## config.mk

```make
export PLATFORM = sky130hd
export DESIGN_NAME = pc_sequencer_flat
export DESIGN_NICKNAME = d
export VERILOG_FILES = /design/src/rtl/pc_pkg.sv /design/src/rtl/pc_sequencer_if.sv /design/src/rtl/pc_ret_stack.sv /design/src/rtl/pc_sequencer.sv /design/src/flat_wrapper.sv
export SDC_FILE = /design/constraint.sdc
export NUM_CORES = 1
export LEC_CHECK = 0
export CORE_ASPECT_RATIO = 0.6
export CORE_UTILIZATION = 52
export DETAILED_ROUTE_END_ITERATION = 8
export PLACE_DENSITY_LB_ADDON = 0.2
export SYNTH_ARGS = -nofsm -noshare
export SYNTH_HDL_FRONTEND = slang
export SYNTH_SLANG_ARGS = --single-unit
```

## constraint.sdc

```tcl
create_clock -name clk -period 4 [get_ports clk]
set_input_delay 1.2 -clock clk [delete_from_list [all_inputs] [get_ports clk]]
set_output_delay 1.2 -clock clk [all_outputs]
set_load 0.05 [all_outputs]
```

## src/rtl/pc_pkg.sv

```systemverilog
// Shared constants and helpers for the PC sequencer: parameter defaults,
// command codes in priority order, and branch-offset sign extension.
package pc_pkg;

    localparam int          ADDR_W_DEF      = 8;
    localparam int          OFF_W_DEF       = 5;
    localparam int          STACK_DEPTH_DEF = 4;
    localparam logic [15:0] RESET_VEC_DEF   = 16'h0000;

    localparam logic [2:0] CMD_HOLD   = 3'd0;
    localparam logic [2:0] CMD_RET    = 3'd1;
    localparam logic [2:0] CMD_CALL   = 3'd2;
    localparam logic [2:0] CMD_LOAD   = 3'd3;
    localparam logic [2:0] CMD_BRANCH = 3'd4;
    localparam logic [2:0] CMD_INC    = 3'd5;

    // Highest-priority command wins; the rest are dropped. Stall is handled by the caller.
    function automatic logic [2:0] cmd_select(input logic ret, input logic call,
                                              input logic load, input logic branch,
                                              input logic inc);
        logic [2:0] cmd;
        if (ret)         cmd = CMD_RET;
        else if (call)   cmd = CMD_CALL;
        else if (load)   cmd = CMD_LOAD;
        else if (branch) cmd = CMD_BRANCH;
        else if (inc)    cmd = CMD_INC;
        else             cmd = CMD_HOLD;
        return cmd;
    endfunction

    // Replicates bit off_w-1 of a zero-extended raw offset into the upper bits.
    function automatic logic [15:0] sext_off(input logic [15:0] raw, input int off_w);
        logic [15:0] r;
        for (int i = 0; i < 16; i++) begin
            r[i] = (i < off_w) ? raw[i] : raw[off_w-1];
        end
        return r;
    endfunction

endpackage

```

## src/rtl/pc_sequencer_if.sv

```systemverilog
// Command/status bundle between the control unit (master) and the PC sequencer (slave).
interface pc_sequencer_if
    import pc_pkg::*;
#(
    parameter int ADDR_W = ADDR_W_DEF,
    parameter int OFF_W  = OFF_W_DEF
);
    logic              stall;
    logic              pc_inc;
    logic              pc_load;
    logic [ADDR_W-1:0] load_addr;
    logic              pc_branch;
    logic [OFF_W-1:0]  br_off;
    logic              call;
    logic              ret;
    logic [ADDR_W-1:0] pc;
    logic              stk_empty;
    logic              stk_full;
    logic              err_ovf;
    logic              err_unf;

    modport master (
        output stall, pc_inc, pc_load, load_addr, pc_branch, br_off, call, ret,
        input  pc, stk_empty, stk_full, err_ovf, err_unf
    );

    modport slave (
        input  stall, pc_inc, pc_load, load_addr, pc_branch, br_off, call, ret,
        output pc, stk_empty, stk_full, err_ovf, err_unf
    );
endinterface

```

## src/rtl/pc_ret_stack.sv

```systemverilog
// Hardware return-address LIFO. Push/pop requests against full/empty are ignored;
// entries are plain registers with no reset since contents are don't-care when empty.
module pc_ret_stack
    import pc_pkg::*;
#(
    parameter int  DEPTH = STACK_DEPTH_DEF,
    parameter int  WIDTH = ADDR_W_DEF,
    localparam int IDX_W = $clog2(DEPTH),
    localparam int CNT_W = IDX_W + 1
) (
    input  logic             clk,
    input  logic             rst,
    input  logic             push,
    input  logic             pop,
    input  logic [WIDTH-1:0] data_in,
    output logic [WIDTH-1:0] top,
    output logic [CNT_W-1:0] count,
    output logic             empty,
    output logic             full
);
    logic [CNT_W-1:0] count_reg;
    logic [CNT_W-1:0] count_next;
    logic             do_push;
    logic             do_pop;
    logic [IDX_W-1:0] top_idx;
    logic [WIDTH-1:0] entry_q [DEPTH];

    assign empty   = (count_reg == '0);
    assign full    = (count_reg == CNT_W'(DEPTH));
    assign do_pop  = pop && !empty;
    assign do_push = push && !full && !do_pop;
    assign top_idx = IDX_W'(count_reg - CNT_W'(1));
    assign top     = entry_q[top_idx];
    assign count   = count_reg;

    always_comb begin
        count_next = count_reg;
        if (do_pop)       count_next = count_reg - CNT_W'(1);
        else if (do_push) count_next = count_reg + CNT_W'(1);
    end

    always_ff @(posedge clk or posedge rst) begin
        if (rst) count_reg <= '0;
        else     count_reg <= count_next;
    end

    // While not full, the low IDX_W bits of count name the next free slot.
    generate
        for (genvar gi = 0; gi < DEPTH; gi++) begin : gen_entry
            logic [WIDTH-1:0] entry_reg;
            always_ff @(posedge clk) begin
                if (do_push && (count_reg[IDX_W-1:0] == IDX_W'(gi)))
                    entry_reg <= data_in;
            end
            assign entry_q[gi] = entry_reg;
        end
    endgenerate

endmodule

```

## src/rtl/pc_sequencer.sv

```systemverilog
// Fetch-stage program counter: increment, absolute load, relative branch and
// call/return via pc_ret_stack, with one-cycle overflow/underflow error pulses.
module pc_sequencer
    import pc_pkg::*;
#(
    parameter int                ADDR_W      = ADDR_W_DEF,
    parameter int                OFF_W       = OFF_W_DEF,
    parameter int                STACK_DEPTH = STACK_DEPTH_DEF,
    parameter logic [ADDR_W-1:0] RESET_VEC   = ADDR_W'(RESET_VEC_DEF)
) (
    input  logic          clk,
    input  logic          rst,
    pc_sequencer_if.slave bus
);
    localparam int CNT_W = $clog2(STACK_DEPTH) + 1;

    logic [ADDR_W-1:0] pc_reg;
    logic [ADDR_W-1:0] pc_next;
    logic [ADDR_W-1:0] pc_plus1;
    logic [ADDR_W-1:0] pc_br;
    logic [ADDR_W-1:0] stk_top;
    logic [CNT_W-1:0]  stk_count;
    logic              stk_empty_w;
    logic              stk_full_w;
    logic              push;
    logic              pop;
    logic              err_ovf_reg;
    logic              err_ovf_next;
    logic              err_unf_reg;
    logic              err_unf_next;
    logic [2:0]        cmd;

    assign pc_plus1 = pc_reg + ADDR_W'(1);
    assign pc_br    = ADDR_W'(16'(pc_reg) + sext_off(16'(bus.br_off), OFF_W));
    assign cmd      = bus.stall ? CMD_HOLD
                                : cmd_select(bus.ret, bus.call, bus.pc_load,
                                             bus.pc_branch, bus.pc_inc);

    always_comb begin
        pc_next      = pc_reg;
        push         = 1'b0;
        pop          = 1'b0;
        err_ovf_next = 1'b0;
        err_unf_next = 1'b0;
        case (cmd)
            CMD_RET: begin
                if (!stk_empty_w) begin
                    pc_next = stk_top;
                    pop     = 1'b1;
                end else begin
                    err_unf_next = 1'b1;
                end
            end
            CMD_CALL: begin
                if (!stk_full_w) begin
                    pc_next = bus.load_addr;
                    push    = 1'b1;
                end else begin
                    err_ovf_next = 1'b1;
                end
            end
            CMD_LOAD:   pc_next = bus.load_addr;
            CMD_BRANCH: pc_next = pc_br;
            CMD_INC:    pc_next = pc_plus1;
            default:    pc_next = pc_reg;
        endcase
    end

    always_ff @(posedge clk or posedge rst) begin
        if (rst) begin
            pc_reg      <= RESET_VEC;
            err_ovf_reg <= 1'b0;
            err_unf_reg <= 1'b0;
        end else begin
            pc_reg      <= pc_next;
            err_ovf_reg <= err_ovf_next;
            err_unf_reg <= err_unf_next;
        end
    end

    pc_ret_stack #(
        .DEPTH (STACK_DEPTH),
        .WIDTH (ADDR_W)
    ) u_stack (
        .clk     (clk),
        .rst     (rst),
        .push    (push),
        .pop     (pop),
        .data_in (pc_plus1),
        .top     (stk_top),
        .count   (stk_count),
        .empty   (stk_empty_w),
        .full    (stk_full_w)
    );

    assign bus.pc        = pc_reg;
    assign bus.stk_empty = (stk_count == '0);
    assign bus.stk_full  = (stk_count == CNT_W'(STACK_DEPTH));
    assign bus.err_ovf   = err_ovf_reg;
    assign bus.err_unf   = err_unf_reg;

endmodule

```

## src/flat_wrapper.sv

```systemverilog
// flat-port wrapper written by rule: the top's interface ports become plain ports
module pc_sequencer_flat import pc_pkg::*;
#(
    parameter int                ADDR_W      = ADDR_W_DEF,
    parameter int                OFF_W       = OFF_W_DEF,
    parameter int                STACK_DEPTH = STACK_DEPTH_DEF,
    parameter logic [ADDR_W-1:0] RESET_VEC   = ADDR_W'(RESET_VEC_DEF)
)
  (clk, rst, bus_stall, bus_pc_inc, bus_pc_load, bus_load_addr, bus_pc_branch, bus_br_off, bus_call, bus_ret, bus_pc, bus_stk_empty, bus_stk_full, bus_err_ovf, bus_err_unf);
  pc_sequencer_if #(.ADDR_W(ADDR_W), .OFF_W(OFF_W)) bus_i ();
  input  logic clk;
  input  logic rst;
  input wire logic [$bits(bus_i.stall)-1:0] bus_stall;
  input wire logic [$bits(bus_i.pc_inc)-1:0] bus_pc_inc;
  input wire logic [$bits(bus_i.pc_load)-1:0] bus_pc_load;
  input wire logic [$bits(bus_i.load_addr)-1:0] bus_load_addr;
  input wire logic [$bits(bus_i.pc_branch)-1:0] bus_pc_branch;
  input wire logic [$bits(bus_i.br_off)-1:0] bus_br_off;
  input wire logic [$bits(bus_i.call)-1:0] bus_call;
  input wire logic [$bits(bus_i.ret)-1:0] bus_ret;
  output wire logic [$bits(bus_i.pc)-1:0] bus_pc;
  output wire logic [$bits(bus_i.stk_empty)-1:0] bus_stk_empty;
  output wire logic [$bits(bus_i.stk_full)-1:0] bus_stk_full;
  output wire logic [$bits(bus_i.err_ovf)-1:0] bus_err_ovf;
  output wire logic [$bits(bus_i.err_unf)-1:0] bus_err_unf;
  assign bus_i.stall = bus_stall;
  assign bus_i.pc_inc = bus_pc_inc;
  assign bus_i.pc_load = bus_pc_load;
  assign bus_i.load_addr = bus_load_addr;
  assign bus_i.pc_branch = bus_pc_branch;
  assign bus_i.br_off = bus_br_off;
  assign bus_i.call = bus_call;
  assign bus_i.ret = bus_ret;
  assign bus_pc = bus_i.pc;
  assign bus_stk_empty = bus_i.stk_empty;
  assign bus_stk_full = bus_i.stk_full;
  assign bus_err_ovf = bus_i.err_ovf;
  assign bus_err_unf = bus_i.err_unf;
  pc_sequencer #(.ADDR_W(ADDR_W), .OFF_W(OFF_W), .STACK_DEPTH(STACK_DEPTH), .RESET_VEC(RESET_VEC)) u_core (.clk(clk), .rst(rst), .bus(bus_i));
endmodule
```

After elaboration in Yosys (flattened, before gate mapping):

Cells that the tools add are included.

* bits in writable memories: 0
* memory bits (read-only): 0
* input bits: 21
* flip-flop bits (word level): 45
* memories kept: 0
* output and inout port bits: 12
* latch bits: 0

* bitwise logic cells: 1
* order comparisons: 1
* div/mod/pow operators: 0
* equal/unequal tests: 11
* add/sub/neg operators: 4
* multiplexer cells: 22
* $mul: 0
* reduce and logical (&&, ||, !) cells: 15
* shifts and indexed selects: 0

Operator list (count)
* 8-bit case mux with 5 select lines: 1
* 8-bit 2-to-1 mux: 4
* 3-bit 2-to-1 mux: 8
* 8-bit binary-select mux with 2-bit select: 1
* 3-bit equality test, second input constant: 3
* 8-bit by 1-bit adder with 8-bit output, second input constant: 1
* 8-bit by 5-bit adder with 8-bit output: 1
* 1-bit 2-to-1 mux: 8
* 1-bit logical AND: 7
* 3-bit by 2-bit equality test with 1-bit output, second input constant: 2
* 5-bit nonzero test: 1
* 2-bit equality test, second input constant: 2
* 2-bit != test, second input constant: 2
* 3-bit by 1-bit adder with 3-bit output, second input constant: 1
* 3-bit by 1-bit equality test with 1-bit output, second input constant: 1
* 3-bit greater-or-equal comparator, second input constant: 1
* 1-bit logical NOT: 3
* 3-bit logical NOT: 1
* 2-bit inverter with 3-bit output: 1
* 3-bit AND reduction: 1
* 3-bit by 1-bit subtractor with 3-bit output, second input constant: 1
* 2-bit by 1-bit equality test with 1-bit output, second input constant: 1
* 2-bit logical NOT: 1
* 2-bit nonzero test: 1

Depth between registers and ports, before layout:

* depth after elaboration: 13
* mapped depth: 10
* depth with buffers taken out: 8

By module:

Synthesis repeated with hierarchy kept, for this count alone.

* cells, all modules: 202
* area, all modules: 2532.4 µm²

Modules (own cells, without submodules)
* pc_ret_stack: instances 1, area each 1475.2 µm², sequential area each 1036.0 µm², cells each 81
* pc_sequencer: instances 1, area each 1057.3 µm², sequential area each 250.2 µm², cells each 121

Worst setup path after synthesis:

Ideal clock, no wire load.

* kind: input port to flip-flop
* start: in bus_br_off[0]
* end: reg u_core.pc_reg[6], in the netlist u_core.bus.pc[6]
* path slack: 1177 ps
* setup time: 126 ps
* stages on the path: 7
* data required time: 3874 ps
* arrival time: 2697 ps
* cells stage by stage: ha_1 > fa_1 > a211oi_1 > o21bai_1 > a21oi_1 > xnor2_1 > a221o_1

* word-level cells in the longest chain between the ends: 2

Ends and longest elaborated chain
* from (decl): line flat_wrapper.sv:18 `input wire logic [$bits(bus_i.br_off)-1:0] bus_br_off;`
* 8-bit by 5-bit adder with 8-bit output: line pc_sequencer.sv:34 `assign pc_br = ADDR_W'(16'(pc_reg) + sext_off(16'(bus.br_off), OFF_W));`
* 8-bit case mux with 5 select lines: line pc_sequencer.sv:45 `case (cmd)`
* to (signal assigned): line pc_sequencer.sv:75 `pc_reg <= pc_next;`
* to (decl): line pc_sequencer.sv:17 `logic [ADDR_W-1:0] pc_reg;`

No other way between the ends.
A chain may end at the register's enable or synchronous reset.

Worst setup path after layout:

* start: reg u_core.u_stack.count_reg[0], in the netlist u_core.u_stack.count[0]
* end: out bus_stk_full

* word-level cells in the longest chain between the ends: 1

Ends and longest elaborated chain
* from (decl): line pc_ret_stack.sv:21 `logic [CNT_W-1:0] count_reg;`
* from (signal assigned): line pc_ret_stack.sv:44 `else count_reg <= count_next;`
* 3-bit equality test: line pc_sequencer.sv:98 `assign bus.stk_full = (stk_count == CNT_W'(STACK_DEPTH));`
* to (decl): line flat_wrapper.sv:23 `output wire logic [$bits(bus_i.stk_full)-1:0] bus_stk_full;`

No other way between the ends.

==> results_dict.tcl <==
set metrics [dict create \
    cp_data_required_time_ns 2.80 \
    numCtsBuffers 5 \
    instances_no_fill 281 \
    synth.avg_cell_area_um2 13.1 \
    skew_ns 0.00259 \
    rsz0062_at_grt "no" \
    synth-edff-count 32 \
    worstSetupPathType "register to output port" \
    placement_rows 18 \
    syn_nets 220 \
    fp.dieW_um 89.8 \
    tightest_slew_ns 1.06 \
    ctsRootBufferMaster "clkbuf_8" \
    tritoncts "done" \
    dr.pass1.iters 5 \
    total_leakage_power_nw 1.07 \
    ctsLongestPathBuffers 2 \
    max_slew_margin_pct 29.2 \
    synth_area_um2 2400 \
    grt_max_degree 17 \
    clk_pin_slew_ns 0.08 \
    pwr-share-seq_pct 35.8 \
    ys.flop_type "edfxtp_1" \
    fin_crit_ns 3.47 \
    worstSetupEndpointType "output port" \
    combPwrFrac_pct 51.1 \
    synth_mux_area_share_pct 8.84 \
    netSwitchingPower_w 0.000890 \
    drive_above_1_share_pct 5.43 \
    largest_reg_flops 32 \
    io-pin-count 33 \
    ys_types 40 \
    dp_hpwl_mm 3.80 \
    yosysSeqAreaShare_pct 53.5 \
    synth_top_family_by_area "compound AO/OA/AOI/OAI gates" \
    worstHoldPathType "register to register" \
    async_reset_ff_share_pct 28.9 \
    io_buffers 32 \
    nets 256 \
    grt_pass1_wl_mm 8.25 \
    initial_core_util_pct 56.2 \
    maxCapViolations 0 \
    post_cts_buffers 0 \
    place_ws_ns 0.623 \
    ant_nets 0 \
    switching_share_pct 41.9 \
    synth_common_cells "32 x edfxtp_1, 14 x ha_1, 13 x dfrtp_1, 13 x nand2_1, 11 x nor2_1" \
    synthCells 184 \
    place_congestion 0.834 \
    maxSlewViolCount 0 \
    ys_warn_count 0 \
    placed_cell_area_um2 2790 \
    overflow 0 \
    setup_ws_ns 0.526 \
    finalCritPeriodShare_pct 86.9 \
    via_count 1690 \
    antenna_found_initial 0 \
    cts.sinks 45 \
    total_power_w 0.00213 \
    powerDensity_nw_per_um2 740 \
    setup_tns_ns 0 \
    worstSetupStartpointType "register" \
    htreeDepth 2 \
    area_delta_synth_final_pct 19.6 \
    yosysTopAreaCellShare_pct 40.0 \
    viasPerCell 6.01 \
    synthXorXnorAreaFrac_pct 5.10 \
    yosysTopAreaCell "edfxtp_1" \
    synth.most_common_cell "edfxtp_1" \
    ir_drop_uv 505 \
    drt-total-wl_mm 5.15 \
    die-area_um2 4910 \
    initialDrtViolationCount 126 \
    num_antenna_cells 0 \
    clock_latency_ns 0.30 \
    cp.arrival_ns 2.27 \
    wl_per_cell_um 18.3 \
    synth.area.top_cells "edfxtp_1 40%, dfrtp_1 14%, ha_1 7.3%" \
    cts_hold_buf 0 \
    hold_viol_final 0 \
    clockPowerShare_pct 13.1 \
    placed_cells 273 \
    yosys.area_share.adder_pct 8.12 \
    drcViolationCount 0 \
    grt_pass1_vias 1539 \
    postSynthRegisterBits 45 \
    status "finished clean" \
    die_h_um 54.7 \
    cts_resized 0 \
    synthSimpleGateAreaFrac_pct 9.83 \
    track_usage_pct 23.5 \
    stdcell_area_um2 2880 \
    p_int_w 0.00124 \
    synth-compound-area-share_pct 12.5 \
    path_max_fanout 12 \
    core_area_um2 4280 \
    setup_viol 0 \
    fmax_mhz 288 \
]
==> stage by stage <==
stage,util [%],hold slack (ns)
2_1_floorplan,-,0.637
3_3_place_gp,65.1,0.625
3_5_place_dp,65.1,0.628
4_1_cts,67.2,0.640
5_1_grt,67.2,0.694
6_report,67.2,0.645
==> power by group through the flow <==
| stage | logic (W) | registers (W) | clock network, W |
|---|---|---|---|
| 2_1_floorplan | 0.000649 | 0.000891 | 0 |
| 3_3_place_gp | 0.00105 | 0.000765 | 0 |
| 3_5_place_dp | 0.00108 | 0.000769 | 0 |
| 4_1_cts | 0.00109 | 0.000759 | 0.000286 |
| 5_1_grt | 0.00118 | 0.000779 | 0.000305 |
| 6_report | 0.00109 | 0.000762 | 0.000279 |
==> kinds of logic (layout without fill, tap and decap cells) <==
family | Yosys count | after routing
AO/OA/AOI/OAI | 43 | 43
adder cells (fa/ha/maj) | 15 | 15
multiplexers | 9 | 9
buffers and inverters | 11 | 48
XOR/XNOR | 14 | 14
AND/OR/NAND/NOR | 47 | 47
flip-flops | 45 | 45
==> cell usage in the layout, fill, tap and decap left out, drive strengths merged, types with 2 or more instances in the layout <==
cell type       n
a222oi          3
inv             6
a21boi          3
clkbuf          6
a211oi          3
ha             14
edfxtp         32
a21oi           9
a31oi           5
clkdlybuf4s50  32
buf             2
nor3            3
nand3           6
xnor2          10
o21ai           6
a21o            2
nor2           11
and3            4
o21bai          2
a221o           4
mux4            8
nand2          13
and2            4
xor2            4
dfrtp          13
==> layer usage <==
layer  up-vias  track usage, %  wire, um
li1        796               -         -
met1       809            34.1      2410
met2        78            34.7      2280
met3         7            5.28       398
met4         0            9.02        68
met5         -               0         0
==> worst max-delay path, stage by stage, from the launching register on <==
cell             delay, ns
dfrtp_1               0.37
buf_4                 0.20
inv_1                 0.11
ha_1                  0.22
ha_1                  0.25
clkdlybuf4s50_1       0.83
==> final cells by class <==
class / instances / area (um2)
repair buffers: 34 / 335
inverters: 6 / 22.5
multi-input cells: 128 / 1070
fillers: 313 / 1400
well taps: 60 / 75.1
clock inverters: 2 / 16.3
flip-flops and latches: 45 / 1290
clock buffers: 6 / 72.6
==> path summary, 6_finish.rpt <==
| kind | depth (start not counted) | end | slack [ns] | from |
|---|---|---|---|---|
| worst max-delay path | 5 | bus_stk_full | 0.53 | u_core.u_stack.count[0]$_DFFE_PP0P_ |
| worst min-delay path | 2 | u_core.bus.pc[4]$_DFFE_PP0P_ | 0.65 | u_core.bus.pc[4]$_DFFE_PP0P_ |
| worst max register to register | 9 | u_core.bus.pc[5]$_DFFE_PP0P_ | 1.15 | u_core.u_stack.count[0]$_DFFE_PP0P_ |
| worst min register to register | 2 | u_core.bus.pc[4]$_DFFE_PP0P_ | 0.65 | u_core.bus.pc[4]$_DFFE_PP0P_ |
| max in group asynchronous | 2 | u_core.bus.pc[1]$_DFFE_PP0P_ | 2.39 | rst |
| min in group asynchronous | 2 | u_core.bus.pc[5]$_DFFE_PP0P_ | 1.25 | rst |
(Power assumes the default switching activity.)
